<file path="src/rtl/bram_uart_dump.sv">
// rtl/bram_uart_dump.sv - streams a range of BRAM words out over UART 8N1, byte 0 of each word first
module bram_uart_dump #(
    parameter int DEPTH        = 16384,
    parameter int WIDTH        = 64,
    parameter int READ_LATENCY = 2,
    parameter int BAUD_DIV     = 868,
    localparam int ADDR_W      = $clog2(DEPTH)
) (
    input  logic              clk_in,
    input  logic              rst_in,
    input  logic              start_in,
    input  logic [ADDR_W-1:0] base_addr_in,
    input  logic [ADDR_W:0]   count_in,
    output logic [ADDR_W-1:0] bram_addr_out,
    output logic              bram_re_out,
    input  logic [WIDTH-1:0]  bram_data_in,
    output logic              tx_out,
    output logic              busy_out,
    output logic              done_out
);

    localparam int NBYTES  = WIDTH / 8;
    localparam int BAUD_W  = $clog2(BAUD_DIV);
    localparam int FETCH_W = $clog2(READ_LATENCY + 1);
    localparam int BYTE_W  = (NBYTES > 1) ? $clog2(NBYTES) : 1;

    localparam logic [BAUD_W-1:0]  BAUD_LAST  = BAUD_W'(BAUD_DIV - 1);
    localparam logic [FETCH_W-1:0] FETCH_LAST = FETCH_W'(READ_LATENCY - 1);
    localparam logic [BYTE_W-1:0]  BYTE_LAST  = BYTE_W'(NBYTES - 1);
    localparam logic [ADDR_W-1:0]  ADDR_LAST  = ADDR_W'(DEPTH - 1);
    localparam logic [ADDR_W:0]    ONE_WORD   = (ADDR_W + 1)'(1);

    typedef enum logic [2:0] {
        IDLE,
        FETCH,
        LOAD,
        START,
        DATA,
        STOP
    } state_t;

    state_t             state;
    logic [BAUD_W-1:0]  baud_cnt;
    logic [FETCH_W-1:0] fetch_cnt;
    logic [3:0]         bit_cnt;
    logic [BYTE_W-1:0]  byte_cnt;
    logic [ADDR_W:0]    words_left;
    logic [WIDTH-1:0]   shreg;

    always_ff @(posedge clk_in) begin
        if (rst_in) begin
            state         <= IDLE;
            bram_addr_out <= '0;
            bram_re_out   <= 1'b0;
            tx_out        <= 1'b1;
            busy_out      <= 1'b0;
            done_out      <= 1'b0;
            baud_cnt      <= '0;
            fetch_cnt     <= '0;
            bit_cnt       <= '0;
            byte_cnt      <= '0;
            words_left    <= '0;
            shreg         <= '0;
        end else begin
            done_out <= 1'b0;
            case (state)
                IDLE: begin
                    tx_out <= 1'b1;
                    if (start_in) begin
                        if (count_in == '0) begin
                            done_out <= 1'b1;
                        end else begin
                            bram_addr_out <= base_addr_in;
                            words_left    <= count_in;
                            bram_re_out   <= 1'b1;
                            busy_out      <= 1'b1;
                            fetch_cnt     <= '0;
                            state         <= FETCH;
                        end
                    end
                end
                FETCH: begin
                    if (fetch_cnt == FETCH_LAST) begin
                        bram_re_out <= 1'b0;
                        state       <= LOAD;
                    end else begin
                        fetch_cnt <= fetch_cnt + 1'b1;
                    end
                end
                LOAD: begin
                    // dout is valid this cycle; the start bit goes out on the same edge
                    shreg    <= bram_data_in;
                    tx_out   <= 1'b0;
                    baud_cnt <= '0;
                    bit_cnt  <= '0;
                    byte_cnt <= '0;
                    state    <= START;
                end
                START: begin
                    if (baud_cnt == BAUD_LAST) begin
                        baud_cnt <= '0;
                        tx_out   <= shreg[0];
                        shreg    <= shreg >> 1;
                        bit_cnt  <= 4'd1;
                        state    <= DATA;
                    end else begin
                        baud_cnt <= baud_cnt + 1'b1;
                    end
                end
                DATA: begin
                    if (baud_cnt == BAUD_LAST) begin
                        baud_cnt <= '0;
                        if (bit_cnt == 4'd8) begin
                            tx_out  <= 1'b1;
                            bit_cnt <= 4'd9;
                            state   <= STOP;
                        end else begin
                            tx_out  <= shreg[0];
                            shreg   <= shreg >> 1;
                            bit_cnt <= bit_cnt + 4'd1;
                        end
                    end else begin
                        baud_cnt <= baud_cnt + 1'b1;
                    end
                end
                STOP: begin
                    if (baud_cnt == BAUD_LAST) begin
                        baud_cnt <= '0;
                        if (byte_cnt != BYTE_LAST) begin
                            // the shift register already holds the next byte in its low bits
                            byte_cnt <= byte_cnt + 1'b1;
                            bit_cnt  <= '0;
                            tx_out   <= 1'b0;
                            state    <= START;
                        end else if (words_left == ONE_WORD) begin
                            busy_out <= 1'b0;
                            done_out <= 1'b1;
                            state    <= IDLE;
                        end else begin
                            words_left    <= words_left - ONE_WORD;
                            bram_addr_out <= (bram_addr_out == ADDR_LAST) ? '0
                                                                          : bram_addr_out + 1'b1;
                            bram_re_out   <= 1'b1;
                            fetch_cnt     <= '0;
                            state         <= FETCH;
                        end
                    end else begin
                        baud_cnt <= baud_cnt + 1'b1;
                    end
                end
                default: state <= IDLE;
            endcase
        end
    end

endmodule
</file>
<file path="config.mk">
export PLATFORM = sky130hd
export DESIGN_NAME = bram_uart_dump
export DESIGN_NICKNAME = d
export VERILOG_FILES = /design/src/rtl/bram_uart_dump.sv
export SDC_FILE = /design/constraint.sdc
export NUM_CORES = 1
export LEC_CHECK = 0
export CORE_MARGIN = 2
export CORE_UTILIZATION = 53
export DETAILED_ROUTE_END_ITERATION = 6
export PLACE_DENSITY = 0.81
export SLEW_MARGIN = 20
export SYNTH_ARGS = -nofsm -noshare
export SYNTH_HDL_FRONTEND = slang
export SYNTH_SLANG_ARGS = --single-unit
</file>
<file path="constraint.sdc">
create_clock -name clk_in -period 3 [get_ports clk_in]
set_input_delay 0.75 -clock clk_in [delete_from_list [all_inputs] [get_ports clk_in]]
set_output_delay 0.75 -clock clk_in [all_outputs]
set_load 0.01 [all_outputs]
</file>
==> impl_metrics.prom <==
# TYPE chip_impl_metric gauge
chip_impl_metric{name="grt_overflow",unit=""} 0
chip_impl_metric{name="combPwrFrac",unit=""} 0.345
chip_impl_metric{name="htree_num_levels",unit=""} 4
chip_impl_info{name="layout_commonest_cell",value="nand2_1"} 1
chip_impl_metric{name="area_growth_syn_to_layout",unit="%"} 30.6
chip_impl_metric{name="maxClockFrequency",unit="MHz"} 378
chip_impl_metric{name="clock_latency",unit="ns"} 0.41
chip_impl_metric{name="yosys_warnings",unit=""} 0
chip_impl_metric{name="p_leak",unit="nW"} 2.77
chip_impl_metric{name="place_area",unit="um^2"} 7240
chip_impl_metric{name="period_needed",unit="ns"} 2.65
chip_impl_metric{name="syn_inst",unit=""} 797
chip_impl_metric{name="routed-wl-met2",unit="mm"} 7.92
chip_impl_info{name="status",value="complete, but fails checks"} 1
chip_impl_metric{name="place.port_buffers",unit=""} 113
chip_impl_metric{name="netSwitchingPower",unit="mW"} 2.37
chip_impl_metric{name="highest_fanout_seen_on_the_critical_path",unit=""} 15
chip_impl_metric{name="antenna_cells_inserted",unit=""} 0
chip_impl_info{name="violations_in_the_final_reports",value="DRC"} 1
chip_impl_metric{name="tightest_slew",unit="ns"} 0.680
chip_impl_metric{name="timing_max_transition_violations_final",unit=""} 0
chip_impl_metric{name="stdcell_count",unit=""} 1033
chip_impl_metric{name="dr_total_vias",unit=""} 6269
chip_impl_metric{name="floorplan.io_pins",unit=""} 114
chip_impl_info{name="synth_top_cells_by_area",value="dfxtp_1 40%, a311oi_1 9.9%, nand2_1 8.0%"} 1
chip_impl_info{name="kind_of_critical_path",value="reg2reg"} 1
chip_impl_metric{name="routed_wl",unit="mm"} 16.2
chip_impl_metric{name="drc_errors_left",unit=""} 2
chip_impl_info{name="worst_r2r_startpoint",value="baud_cnt[0]$_SDFFE_PP0P_"} 1
chip_impl_metric{name="worst-endpoint-required",unit="ns"} 3.31
chip_impl_info{name="synth-main-ff-cell",value="dfxtp_1"} 1
chip_impl_metric{name="grt_pass1_wl",unit="mm"} 27.2
chip_impl_metric{name="post_drt_via_cell_ratio",unit=""} 6.07
chip_impl_metric{name="placed_instances",unit=""} 1001
chip_impl_info{name="cts_tree",value="built"} 1
chip_impl_info{name="startpoint_type",value="flip-flop"} 1
chip_impl_metric{name="number_of_global_route_vias_before_repair",unit=""} 5914
chip_impl_metric{name="setup.reg_to_reg.worst_slack",unit="ns"} 0.35
chip_impl_metric{name="setup_ws",unit="ns"} 0.351
chip_impl_metric{name="slew-limit-headroom",unit=""} 0.547
chip_impl_metric{name="post_cts_hold_buffer_count",unit=""} 0
chip_impl_metric{name="post-route-cell-area",unit="um^2"} 7860
chip_impl_metric{name="fin_tns_setup",unit="ns"} 0
chip_impl_metric{name="setup-violations-final",unit=""} 0
chip_impl_metric{name="grt_antenna_before_repair",unit=""} 0
chip_impl_info{name="rsz0062_at_grt",value="no"} 1
chip_impl_metric{name="post_synth.cell_area_avg",unit="um^2"} 7.56
chip_impl_info{name="cp-startpoint",value="baud_cnt[0]$_SDFFE_PP0P_"} 1
chip_impl_metric{name="detail_route.wl_per_cell",unit="um"} 15.7
chip_impl_metric{name="cts-root-to-sink-buffers",unit=""} 2
chip_impl_metric{name="synth_top_area_frac",unit=""} 0.396
chip_impl_info{name="most-common-layout-cells",value="127 x nand2_1, 119 x dfxtp_1, 117 x nor2_1"} 1
chip_impl_metric{name="grt_max_degree",unit=""} 68
chip_impl_metric{name="ys_seq_area_frac",unit=""} 0.396
chip_impl_metric{name="initial_cell_density_of_the_core",unit=""} 0.548
chip_impl_metric{name="tritoncts.num_buffers",unit=""} 17
chip_impl_metric{name="p_per_area",unit="nW/um^2"} 851
chip_impl_metric{name="postSynthNetCount",unit=""} 902
chip_impl_info{name="biggest_area_consumer_among_synthesized_cells",value="dfxtp_1"} 1
chip_impl_metric{name="cts_setup_buffers",unit=""} 0
chip_impl_metric{name="worstPathArrival",unit="ns"} 2.96
chip_impl_metric{name="fillerInstances",unit=""} 858
chip_impl_metric{name="area_of_the_mapped_netlist",unit="um^2"} 6020
chip_impl_metric{name="clkTransAtPathRegs",unit="ns"} 0.05
chip_impl_metric{name="met3_wirelength",unit="um"} 861
chip_impl_metric{name="max-vdd-ir-drop",unit="V"} 0.000443
chip_impl_metric{name="dp_slack",unit="ns"} 0.197
chip_impl_metric{name="reg2reg_depth",unit=""} 7
chip_impl_metric{name="cap_violations",unit=""} 0
chip_impl_metric{name="async_reset_ff_frac",unit=""} 0
chip_impl_metric{name="hold_slack",unit="ns"} 0.474
chip_impl_info{name="hold_class",value="reg2reg"} 1
chip_impl_info{name="endpoint_kind",value="flip-flop"} 1
chip_impl_metric{name="floorplan.core_area",unit="um^2"} 11000
chip_impl_metric{name="switching_share",unit=""} 0.354
chip_impl_info{name="highest-signal-layer",value="met4"} 1
chip_impl_metric{name="die-height",unit="um"} 111
chip_impl_metric{name="placementRows",unit=""} 38
chip_impl_info{name="endpoint",value="shreg[61]$_SDFFE_PP0P_"} 1
chip_impl_metric{name="die_width",unit="um"} 111
chip_impl_metric{name="p_int",unit="mW"} 4.33
chip_impl_metric{name="final.period_utilization",unit=""} 0.883
chip_impl_metric{name="synth_enable_flop_cells",unit=""} 0
chip_impl_metric{name="starting_drc_count_in_detailed_routing",unit=""} 477
chip_impl_metric{name="antenna_violating_nets_post_route",unit=""} 0
chip_impl_metric{name="power.share.clock",unit=""} 0.319
chip_impl_metric{name="fp.dieArea",unit="um^2"} 12200
chip_impl_metric{name="global_placement_routability_congestion",unit=""} 0.890
chip_impl_info{name="cts_root_buffer",value="clkbuf_16"} 1
chip_impl_metric{name="global_route.usage.total",unit=""} 0.262
chip_impl_metric{name="firstDrtPassIters",unit=""} 7
chip_impl_metric{name="cts_resized",unit=""} 0
chip_impl_metric{name="post-dp-hpwl",unit="mm"} 10.6
chip_impl_metric{name="wirelength_met1",unit="mm"} 7.13
chip_impl_metric{name="final_hold_viols",unit=""} 0
chip_impl_metric{name="sequentialPowerShare",unit=""} 0.336
chip_impl_metric{name="yosys_register_bits",unit=""} 119
chip_impl_metric{name="unique_masters_post_synth",unit=""} 51
chip_impl_metric{name="drive_above_1_share",unit=""} 0.0705
chip_impl_metric{name="fin_worst_skew",unit="ns"} 0.00944
chip_impl_info{name="reg2reg_to",value="shreg[61]$_SDFFE_PP0P_"} 1
chip_impl_metric{name="clock-sinks",unit=""} 119
chip_impl_metric{name="nets",unit=""} 985
cells by family (layout without fill, tap and decap cells):
| family | after synthesis | count (layout) | synth area share |
|---|---|---|---|
| AOI/OAI and AO/OA | 182 | 182 | 0.217 |
| muxes | 1 | 1 | 0.00166 |
| DFF | 119 | 119 | 0.396 |
| adders and majority gates | 9 | 9 | 0.0187 |
| and+or+nand+nor | 397 | 397 | 0.298 |
| xor gates and xnor gates | 11 | 11 | 0.0160 |
| buffers and inverters | 78 | 174 | 0.0532 |
critical path, stage by stage (launching register included):
cell      delay [ns]
dfxtp_1         0.37
ha_1            0.22
nand4b_1        0.13
or4_1           0.66
a21oi_4         0.53
buf_4           0.30
nor2_1          0.06
a311oi_1        0.28
stage by stage:
stage / util / power, mW
6_report: 0.716 / 6.69
5_1_grt: 0.716 / 7.10
4_1_cts: 0.716 / 6.69
3_5_place_dp: 0.659 / 4.54
3_3_place_gp: 0.659 / 4.42
2_1_floorplan: - / 3.81
registers in the layout (all words and copies together), names as in the netlist:
name / count
busy_out: 1
state: 3
shreg: 64
bit_cnt: 4
bram_re_out: 1
bram_addr_out: 14
fetch_cnt: 2
words_left: 15
baud_cnt: 10
byte_cnt: 3
done_out: 1
tx_out: 1
power by group through the flow:
stage	logic, mW	clock network (mW)	registers (mW)
2_1_floorplan	1.61	0	2.20
3_3_place_gp	2.18	0	2.24
3_5_place_dp	2.27	0	2.26
4_1_cts	2.30	2.15	2.24
5_1_grt	2.58	2.22	2.29
6_report	2.31	2.13	2.25
cells in the mapped netlist (2+ instances only):
master	instances
nand2_1	128
dfxtp_1	119
nor2_1	117
nand3_1	80
a311oi_1	68
clkbuf_1	52
a21oi_1	42
o21ai_0	27
nor3_1	18
buf_2	15
ha_1	9
inv_1	9
nor2b_1	8
xnor2_1	8
nor4_1	7
o31ai_1	7
nand4_1	6
a211oi_1	5
a221oi_1	5
a21o_1	4
a31oi_1	4
nand2b_1	4
nand3b_1	4
nand4b_1	4
o41ai_1	4
a22oi_1	3
and2_1	3
or2_2	3
or3_1	3
or4_1	3
xor2_1	3
and3_1	2
and4_1	2
nor3b_1	2
o21ai_1	2
o311ai_0	2
how the worst min path moves through the flow:
stage	from	depth (start not counted)	endpoint
after floorplan	fetch_cnt[0]$_SDFFE_PP0P_	1	fetch_cnt[0]$_SDFFE_PP0P_
after global placement	words_left[11]$_SDFFE_PP0P_	2	words_left[11]$_SDFFE_PP0P_
after detailed placement	shreg[63]$_SDFFE_PP0P_	2	shreg[63]$_SDFFE_PP0P_
after CTS	shreg[63]$_SDFFE_PP0P_	2	shreg[63]$_SDFFE_PP0P_
after global routing	words_left[7]$_SDFFE_PP0P_	2	words_left[7]$_SDFFE_PP0P_
final	shreg[63]$_SDFFE_PP0P_	2	shreg[63]$_SDFFE_PP0P_
layer usage:
metal  vias to the layer above  track usage
met5                         -            0
met4                         0       0.0942
met3                        27       0.0477
met2                       233        0.440
met1                      2974        0.339
li1                       3035            -
cell type report:
cell class | instances | area, um^2 | share of cell area
Inverter | 9 | 33.8 | 0.00430
Multi-Input combinational cell | 600 | 3320 | 0.422
Clock buffer | 19 | 443 | 0.0563
Tap cell | 140 | 175 | 0.0223
Timing Repair Buffer | 133 | 1330 | 0.169
Sequential cell | 119 | 2380 | 0.303
Clock inverter | 13 | 179 | 0.0228
Power figures use the tool's default switching activity.
